**src/rtl/tetris_op_scheduler.sv**
```systemverilog
// tetris_op_scheduler: arbitrates user requests and gravity into single-outstanding opcodes for the tile engine.
// Optional macro TETRIS_HARD_DROP_EN enables hard drop (repeated eMoveDown until blocked).
package tetris;
  typedef enum logic [2:0] {
    eNop = 3'd0, eNew = 3'd1, eMoveLeft = 3'd2, eMoveRight = 3'd3,
    eMoveDown = 3'd4, eRotate = 3'd5, eCommit = 3'd6, eCheck = 3'd7
  } opcode_e;
  typedef enum logic [2:0] {
    eNon = 3'd0, eI = 3'd1, eJ = 3'd2, eL = 3'd3, eO = 3'd4, eS = 3'd5, eT = 3'd6, eZ = 3'd7
  } tile_type_e;
endpackage

module tetris_op_scheduler
  import tetris::*;
#(
  parameter int unsigned gravity_period_p = 1000000
) (
  input  logic       clk_i,
  input  logic       reset_n_i,
  input  logic       start_i,
  input  logic       left_i,
  input  logic       right_i,
  input  logic       rotate_i,
  input  logic       drop_i,
  output logic       op_v_o,
  output opcode_e    op_o,
  input  logic       op_ready_i,
  input  logic       done_v_i,
  input  logic       done_ok_i,
  output tile_type_e new_tile_o,
  output logic       game_over_o
);

  localparam int unsigned CntW = $clog2(gravity_period_p);

  typedef enum logic [2:0] {
    S_IDLE, S_NEW, S_PLAY, S_ISSUE, S_WAIT, S_COMMIT, S_CHECK, S_OVER
  } state_e;

  state_e          r_state;
  opcode_e         r_op;
  tile_type_e      r_tile;
  logic            r_op_v;
  logic            r_game_over;
  logic            r_grav;
  logic            r_left;
  logic            r_right;
  logic            r_rot;
  logic [CntW-1:0] r_cnt;
  logic [3:0]      r_lfsr;
`ifdef TETRIS_HARD_DROP_EN
  logic            r_drop;
  logic            r_hd;
`else
  logic            w_unused_drop;
  assign w_unused_drop = drop_i;
`endif

  logic       w_drop_req;
  logic       w_hd;
  logic       w_cnt_en;
  logic       w_wrap;
  logic       w_any;
  opcode_e    w_play_op;
  tile_type_e w_tile;

  always_comb begin
`ifdef TETRIS_HARD_DROP_EN
    w_drop_req = r_drop;
    w_hd       = r_hd;
`else
    w_drop_req = 1'b0;
    w_hd       = 1'b0;
`endif
    w_cnt_en  = (r_state == S_PLAY) || (r_state == S_ISSUE) || (r_state == S_WAIT);
    w_wrap    = w_cnt_en && (r_cnt == CntW'(gravity_period_p - 1));
    w_any     = r_grav | w_drop_req | r_rot | r_left | r_right;
    if (r_grav || w_drop_req) w_play_op = eMoveDown;
    else if (r_rot)           w_play_op = eRotate;
    else if (r_left)          w_play_op = eMoveLeft;
    else                      w_play_op = eMoveRight;
    w_tile = (r_lfsr[2:0] == 3'd0) ? eI : tile_type_e'(r_lfsr[2:0]);
  end

  // Request sets are written before the state case, so a load clears a bit with "<= new pulse"
  // (set wins) while COMMIT entry and eNew success use hard clears (clear wins).
  always_ff @(posedge clk_i) begin
    if (!reset_n_i) begin
      r_state     <= S_IDLE;
      r_op        <= eNop;
      r_tile      <= eI;
      r_op_v      <= 1'b0;
      r_game_over <= 1'b0;
      r_grav      <= 1'b0;
      r_left      <= 1'b0;
      r_right     <= 1'b0;
      r_rot       <= 1'b0;
      r_cnt       <= '0;
      r_lfsr      <= 4'b1001;
`ifdef TETRIS_HARD_DROP_EN
      r_drop      <= 1'b0;
      r_hd        <= 1'b0;
`endif
    end else begin
      r_lfsr <= {r_lfsr[2:0], r_lfsr[3] ^ r_lfsr[2]};
      if (w_cnt_en) begin
        if (w_wrap) begin
          r_cnt  <= '0;
          r_grav <= 1'b1;
        end else begin
          r_cnt <= r_cnt + CntW'(1);
        end
      end
      if (left_i)   r_left  <= 1'b1;
      if (right_i)  r_right <= 1'b1;
      if (rotate_i) r_rot   <= 1'b1;
`ifdef TETRIS_HARD_DROP_EN
      if (drop_i)   r_drop  <= 1'b1;
`endif
      case (r_state)
        S_IDLE: if (start_i) r_state <= S_NEW;
        S_NEW: begin
          r_op    <= eNew;
          r_tile  <= w_tile;
          r_op_v  <= 1'b1;
          r_state <= S_ISSUE;
        end
        S_PLAY: if (w_any) begin
          r_op    <= w_play_op;
          r_op_v  <= 1'b1;
          r_state <= S_ISSUE;
          if (r_grav) begin
            r_grav <= w_wrap;
          end else if (w_drop_req) begin
`ifdef TETRIS_HARD_DROP_EN
            r_drop <= drop_i;
            r_hd   <= 1'b1;
`endif
          end else if (r_rot) begin
            r_rot <= rotate_i;
          end else if (r_left) begin
            r_left <= left_i;
          end else begin
            r_right <= right_i;
          end
        end
        S_ISSUE: if (op_ready_i) begin
          r_op_v  <= 1'b0;
          r_state <= S_WAIT;
        end
        S_WAIT: if (done_v_i) begin
          case (r_op)
            eNew: if (done_ok_i) begin
              r_state <= S_PLAY;
              r_cnt   <= '0;
              r_grav  <= 1'b0;
            end else begin
              r_state     <= S_OVER;
              r_game_over <= 1'b1;
            end
            eMoveDown: if (done_ok_i) begin
              if (w_hd) begin
                r_op_v  <= 1'b1;
                r_grav  <= w_wrap;
                r_state <= S_ISSUE;
              end else begin
                r_state <= S_PLAY;
              end
            end else begin
              r_state <= S_COMMIT;
              r_left  <= 1'b0;
              r_right <= 1'b0;
              r_rot   <= 1'b0;
`ifdef TETRIS_HARD_DROP_EN
              r_drop  <= 1'b0;
              r_hd    <= 1'b0;
`endif
            end
            eCommit: r_state <= S_CHECK;
            eCheck:  r_state <= S_NEW;
            default: r_state <= S_PLAY;
          endcase
        end
        S_COMMIT: begin
          r_op    <= eCommit;
          r_op_v  <= 1'b1;
          r_state <= S_ISSUE;
        end
        S_CHECK: begin
          r_op    <= eCheck;
          r_op_v  <= 1'b1;
          r_state <= S_ISSUE;
        end
        S_OVER: if (start_i) begin
          r_state     <= S_IDLE;
          r_game_over <= 1'b0;
        end
        default: r_state <= S_IDLE;
      endcase
    end
  end

  assign op_v_o      = r_op_v;
  assign op_o        = r_op;
  assign new_tile_o  = r_tile;
  assign game_over_o = r_game_over;

endmodule

```
**config.mk**
```make
export PLATFORM = sky130hd
export DESIGN_NAME = tetris_op_scheduler
export DESIGN_NICKNAME = d
export VERILOG_FILES = /design/src/rtl/tetris_op_scheduler.sv
export SDC_FILE = /design/constraint.sdc
export NUM_CORES = 1
export LEC_CHECK = 0
export ABC_AREA = 1
export ABC_CLOCK_PERIOD_IN_PS = 2000
export CAP_MARGIN = 20
export CORE_UTILIZATION = 33
export DETAILED_ROUTE_END_ITERATION = 8
export SLEW_MARGIN = 10
export SYNTH_ARGS = -nofsm -noshare
export SYNTH_HDL_FRONTEND = slang
export SYNTH_SLANG_ARGS = --single-unit
```
**constraint.sdc**
```tcl
create_clock -name clk_i -period 2 [get_ports clk_i]
set_clock_uncertainty 0.2 [all_clocks]
set_input_delay 0.4 -clock clk_i [delete_from_list [all_inputs] [get_ports clk_i]]
set_output_delay 0.4 -clock clk_i [all_outputs]
set_load 0.05 [all_outputs]
```
-- Word level (Yosys, flattened, before mapping)
Cells that the tools add are included.
- $add $sub $neg: 1
- eq/ne operators: 19
- muxes and demuxes: 63
- bitwise logic cells: 4
- reductions and logical operators: 13
- operator list (operator ; number):
    two-way mux 20 bit ; 6
    two-way mux 1 bit ; 37
    two-way mux 3 bit ; 11
    one-hot mux 3 bit (4 select lines) ; 2
    equality test 3 bit (second input constant) ; 7
    adder 20 x 1 -> 20 bit (second input constant) ; 1
    equality test 20 bit (second input constant) ; 1
    one-hot mux 3 bit (6 select lines) ; 1
    inequality test 2 bit (second input constant) ; 6
    one-hot mux 1 bit (2 select lines) ; 5
    AND reduction 5 bit ; 2
    equality test 3 x 1 -> 1 bit (second input constant) ; 2
    equality test 3 x 2 -> 1 bit (second input constant) ; 2
    zero test 3 bit ; 2
    nonzero test 4 bit ; 1
    OR 1 bit ; 3
    one-hot mux 1 bit (3 select lines) ; 1
    AND reduction 3 bit ; 1
    nonzero test 3 bit ; 1
    OR reduction 3 bit ; 1
    logical OR 1 bit ; 2
    inequality test 2 x 1 -> 1 bit (second input constant) ; 1
    AND reduction 2 bit ; 1
    nonzero test 2 bit ; 1
    other kinds (2) ; 2
- flip-flop bits (word level): 39
- input port bits: 10
- output and inout port bits: 8
- word-level logic and storage cells: 111

-- Longest topological paths before layout
- depth in word-level cells: 10
- gate-level depth with buffers: 11
- depth with buffers taken out: 10

-- Least setup slack after synthesis
Ideal clock, no wire load.
- path type: register to register
- start: register r_op[0] (netlist: op_o[0])
- end: register r_cnt[8]
- setup time: 0.114 ns
- arrival: 1.437 ns
- required time: 1.686 ns
- path slack: 0.249 ns
- cell stages (with the launch flop): 9
- path buffers: 1
- clock period less this slack: 1.751 ns
- cells stage by stage: dfxtp_1 nand3_1 nor2_1 nand3_1 nand2_2 inv_1 nand2_4 buf_6 nor2_1
- word-level cells in the longest chain between the ends: 4
- ends and longest elaborated chain (element ; line ; text):
    from (decl) ; 41 ; opcode_e r_op;
    from (signal assigned) ; 90 ; r_op <= eNop;
    from (signal assigned) ; 123 ; r_op <= eNew;
    from (signal assigned) ; 129 ; r_op <= w_play_op;
    equality test 3 x 1 -> 1 bit ; 152 ; case (r_op)
    two-way mux 20 bit ; 152 ;
    two-way mux 20 bit ; 151 ; S_WAIT: if (done_v_i) begin
    two-way mux 20 bit ; 120 ; case (r_state)
    to (signal assigned) ; 111 ; r_cnt <= r_cnt + CntW'(1);
    to (decl) ; 49 ; logic [CntW-1:0] r_cnt;
No other way between the ends.
A chain may end at the register's enable or synchronous reset.

-- Final worst setup path
- start: register r_state[1]
- end: register r_cnt[19]
- word-level cells in the longest chain between the ends: 10
- elaborated cells between the ends (all ways): 12
- those cells by class: eq/ne (3); mux (6); reduce/logical (3)
- ends and longest elaborated chain (element ; line ; text):
    from (decl) ; 40 ; state_e r_state;
    from (signal assigned) ; 89 ; r_state <= S_IDLE;
    from (signal assigned) ; 121 ; S_IDLE: if (start_i) r_state <= S_NEW;
    from (signal assigned) ; 126 ; r_state <= S_ISSUE;
    equality test 3 x 2 -> 1 bit ; 75 ; w_cnt_en = (r_state == S_PLAY) || (r_state == S_ISSUE) || (r_state == S_WAIT);
    logical OR 1 bit (2 in a row) ; 75 ;
    logical AND 1 bit ; 76 ; w_wrap = w_cnt_en && (r_cnt == CntW'(gravity_period_p - 1));
    two-way mux 20 bit ; 107 ; if (w_wrap) begin
    two-way mux 20 bit ; 106 ; if (w_cnt_en) begin
    two-way mux 20 bit ; 153 ; eNew: if (done_ok_i) begin
    two-way mux 20 bit ; 152 ;
    two-way mux 20 bit ; 151 ;
    two-way mux 20 bit (*) ; 120 ;
Mark *: on every way between the ends. The rest lies on a longest branch, timed or not.

==> impl_metrics.ini <==
[run_status]
outcome = finished, violations left
violations = DRC

[power]
ir_drop_mv = 0.376
finalPower_w = 0.00274
powerDensity_mw_per_mm2 = 1060
leakage_nw = 1.07

[worst_setup_path]
path_class = reg2reg
end_kind = flop
arrival_ps = 1780
worstPathMaxFanout = 14
crit_required_ps = 1990
start_kind = flop

[cells_and_area]
final_common_cell = nand2_1
nFillCells = 687
num_antenna_cells = 0
nets = 379
final_cell_mix = nand2_1 (83), nor2_1 (55), inv_1 (45)
design_area_mm2 = 0.00259
drive_above_1_share_pct = 11.7
area_growth_syn_to_layout_pct = 15.5
final_cells = 446

[clock_network]
cts_resized = 0
clock-sinks = 39
root_buffer = clkbuf_8
ctsHoldBuffers = 0
clk_latency_ps = 300
cts_buffer_depth = 2
cts_setup_buffers = 0
htree_levels = 2
numCtsBuffers = 5
cts_tree = built
clkTransAtPathRegs_ps = 80

[synth]
yosysTopAreaCell = dfxtp_1
synth-warning-count = 0
synth.area.top_cells = dfxtp_1 (35%), nand2_1 (14%), nor2_1 (9.2%)
netlist-cell-type-count = 32
yosysSeqAreaShare_pct = 34.8
synth_nets = 355
avgSynthCellArea_um2 = 6.53
synth.cell_area_mm2 = 0.00224
yosys_register_bits = 39
synth_top_area_share_pct = 34.8
syn_inst = 344

[placement]
gp_congestion = 0.867
post_dp_cell_area_mm2 = 0.00247
portBuffers = 16
dp_hpwl_um = 3840
dp_cells = 438

[sta]
timing.final.crit_share_pct = 89.4
max_slew_margin_pct = 72.6
slew_violations = 0
worstMarginPinSlew_ps = 411
fmax_ghz = 0.560
fin_crit_ps = 1790
hold_ws_ps = 231
setup_viol = 0
fin_setup_tns_ps = 0
hold_viol_final = 0
rsz0062_at_grt = false

[floorplanning]
die_h_um = 84.5
io_pins = 18
die_w_um = 84.5
start_util_pct = 34.8
dieArea_mm2 = 0.00714
core-area_mm2 = 0.00646
fp-row-count = 29

[grt]
antenna_found_initial = 0
grt_max_degree = 17
grt_use_total_pct = 15.4
overflow = 0
grt_pass1_wl_um = 8890
grt_pass1_vias = 2049

[drt]
drt_pre_antenna_iters = 6
first_iter_violations = 86
ant_nets = 0
routed_wl_um = 5040
drc = 4
dr_total_vias = 2168
viasPerCell = 4.86
routedWlPerCell_um = 11.3

[hold_path]
hp-class = reg2reg

[flow_run]
drv_cap = 0
==> logic make-up (layout without fill, tap and decap cells) <==
kind of cell	count (synthesis)	after routing	share of synthesized area (%)
and+or+nand+nor	209	209	43.9
buffers and inverters	52	77	10.3
AOI/OAI and AO/OA	39	39	8.92
DFF	39	39	34.8
xor gates and xnor gates	4	4	1.56
adders and majority gates	1	1	0.557
==> layer usage <==
metal,vias up,wire [um],GRT usage (%)
met3,19,261,3.54
met1,957,2380,18.7
met4,0,167,9.24
li1,1142,-,-
met5,-,0,0
met2,50,2230,25.0
==> metrics by stage <==
| stage | setup slack, ps | utilization (%) |
|---|---|---|
| floorplan | 249 | - |
| global placement | 36.2 | 38.3 |
| detailed placement | 26.1 | 38.3 |
| CTS | 231 | 40.1 |
| global route | 13.5 | 40.1 |
| finish | 213 | 40.1 |
==> worst paths after layout <==
| kind | start | to | slack, ps | depth (start not counted) |
|---|---|---|---|---|
| worst max-delay path | r_state[1] | r_cnt[19] | 210 | 8 |
| worst min register to register | r_lfsr[1] | r_lfsr[2] | 230 | 2 |
| worst min-delay path | r_lfsr[1] | r_lfsr[2] | 230 | 2 |
| worst max register to register | r_state[1] | r_cnt[19] | 210 | 8 |
==> layout make-up <==
type	instances	area [um^2]	area share [%]
Clock buffer	6	82.6	3.19
Clock inverter	2	38.8	1.50
Inverter	47	176	6.81
Multi-Input combinational cell	253	1230	47.5
Sequential cell	39	781	30.1
Tap cell	77	96.3	3.72
Timing Repair Buffer	22	185	7.14
==> synth_stat cells <==
cell type	n
buf_2	1
xor2_1	4
nor4_1	1
inv_2	1
a21oi_1	22
nand3_2	1
o21ai_1	1
nand2_4	3
buf_6	2
nor2_1	55
nand3b_1	2
dfxtp_1	39
nand2_1	83
o22ai_1	1
nand4_1	10
nand2_2	6
o21ai_0	14
nor3_2	1
nor2_2	1
a21oi_2	1
nand3_1	28
nor2_8	1
or2_1	1
buf_12	1
buf_4	1
inv_1	45
nor3_1	10
ha_1	1
nor2_4	4
or2_2	1
nand3_4	1
clkinv_1	1
==> state kept, by name, summed over array words and instances, names as in the netlist <==
name / cells
r_left: 1
op_o: 3
r_right: 1
new_tile_o: 3
game_over_o: 1
r_rot: 1
r_grav: 1
r_cnt: 20
r_state: 3
op_v_o: 1
r_lfsr: 4
==> power breakdown <==
| group | internal, W | switching (W) |
|---|---|---|
| registers | 0.000881 | 0.000142 |
| clock network | 0.000410 | 0.000299 |
| logic | 0.000336 | 0.000673 |
| total | 0.00163 | 0.00111 |
==> critical path: stages (launching register included) <==
cell     delay (ps)
dfxtp_1         430
nor2_8          160
nand2_2         100
nand2_4         200
nand2_1          70
nor2_1          200
nand3_1         140
nor2_1          110
nor2_1           50
No activity file was read; power rests on OpenSTA's default activity.
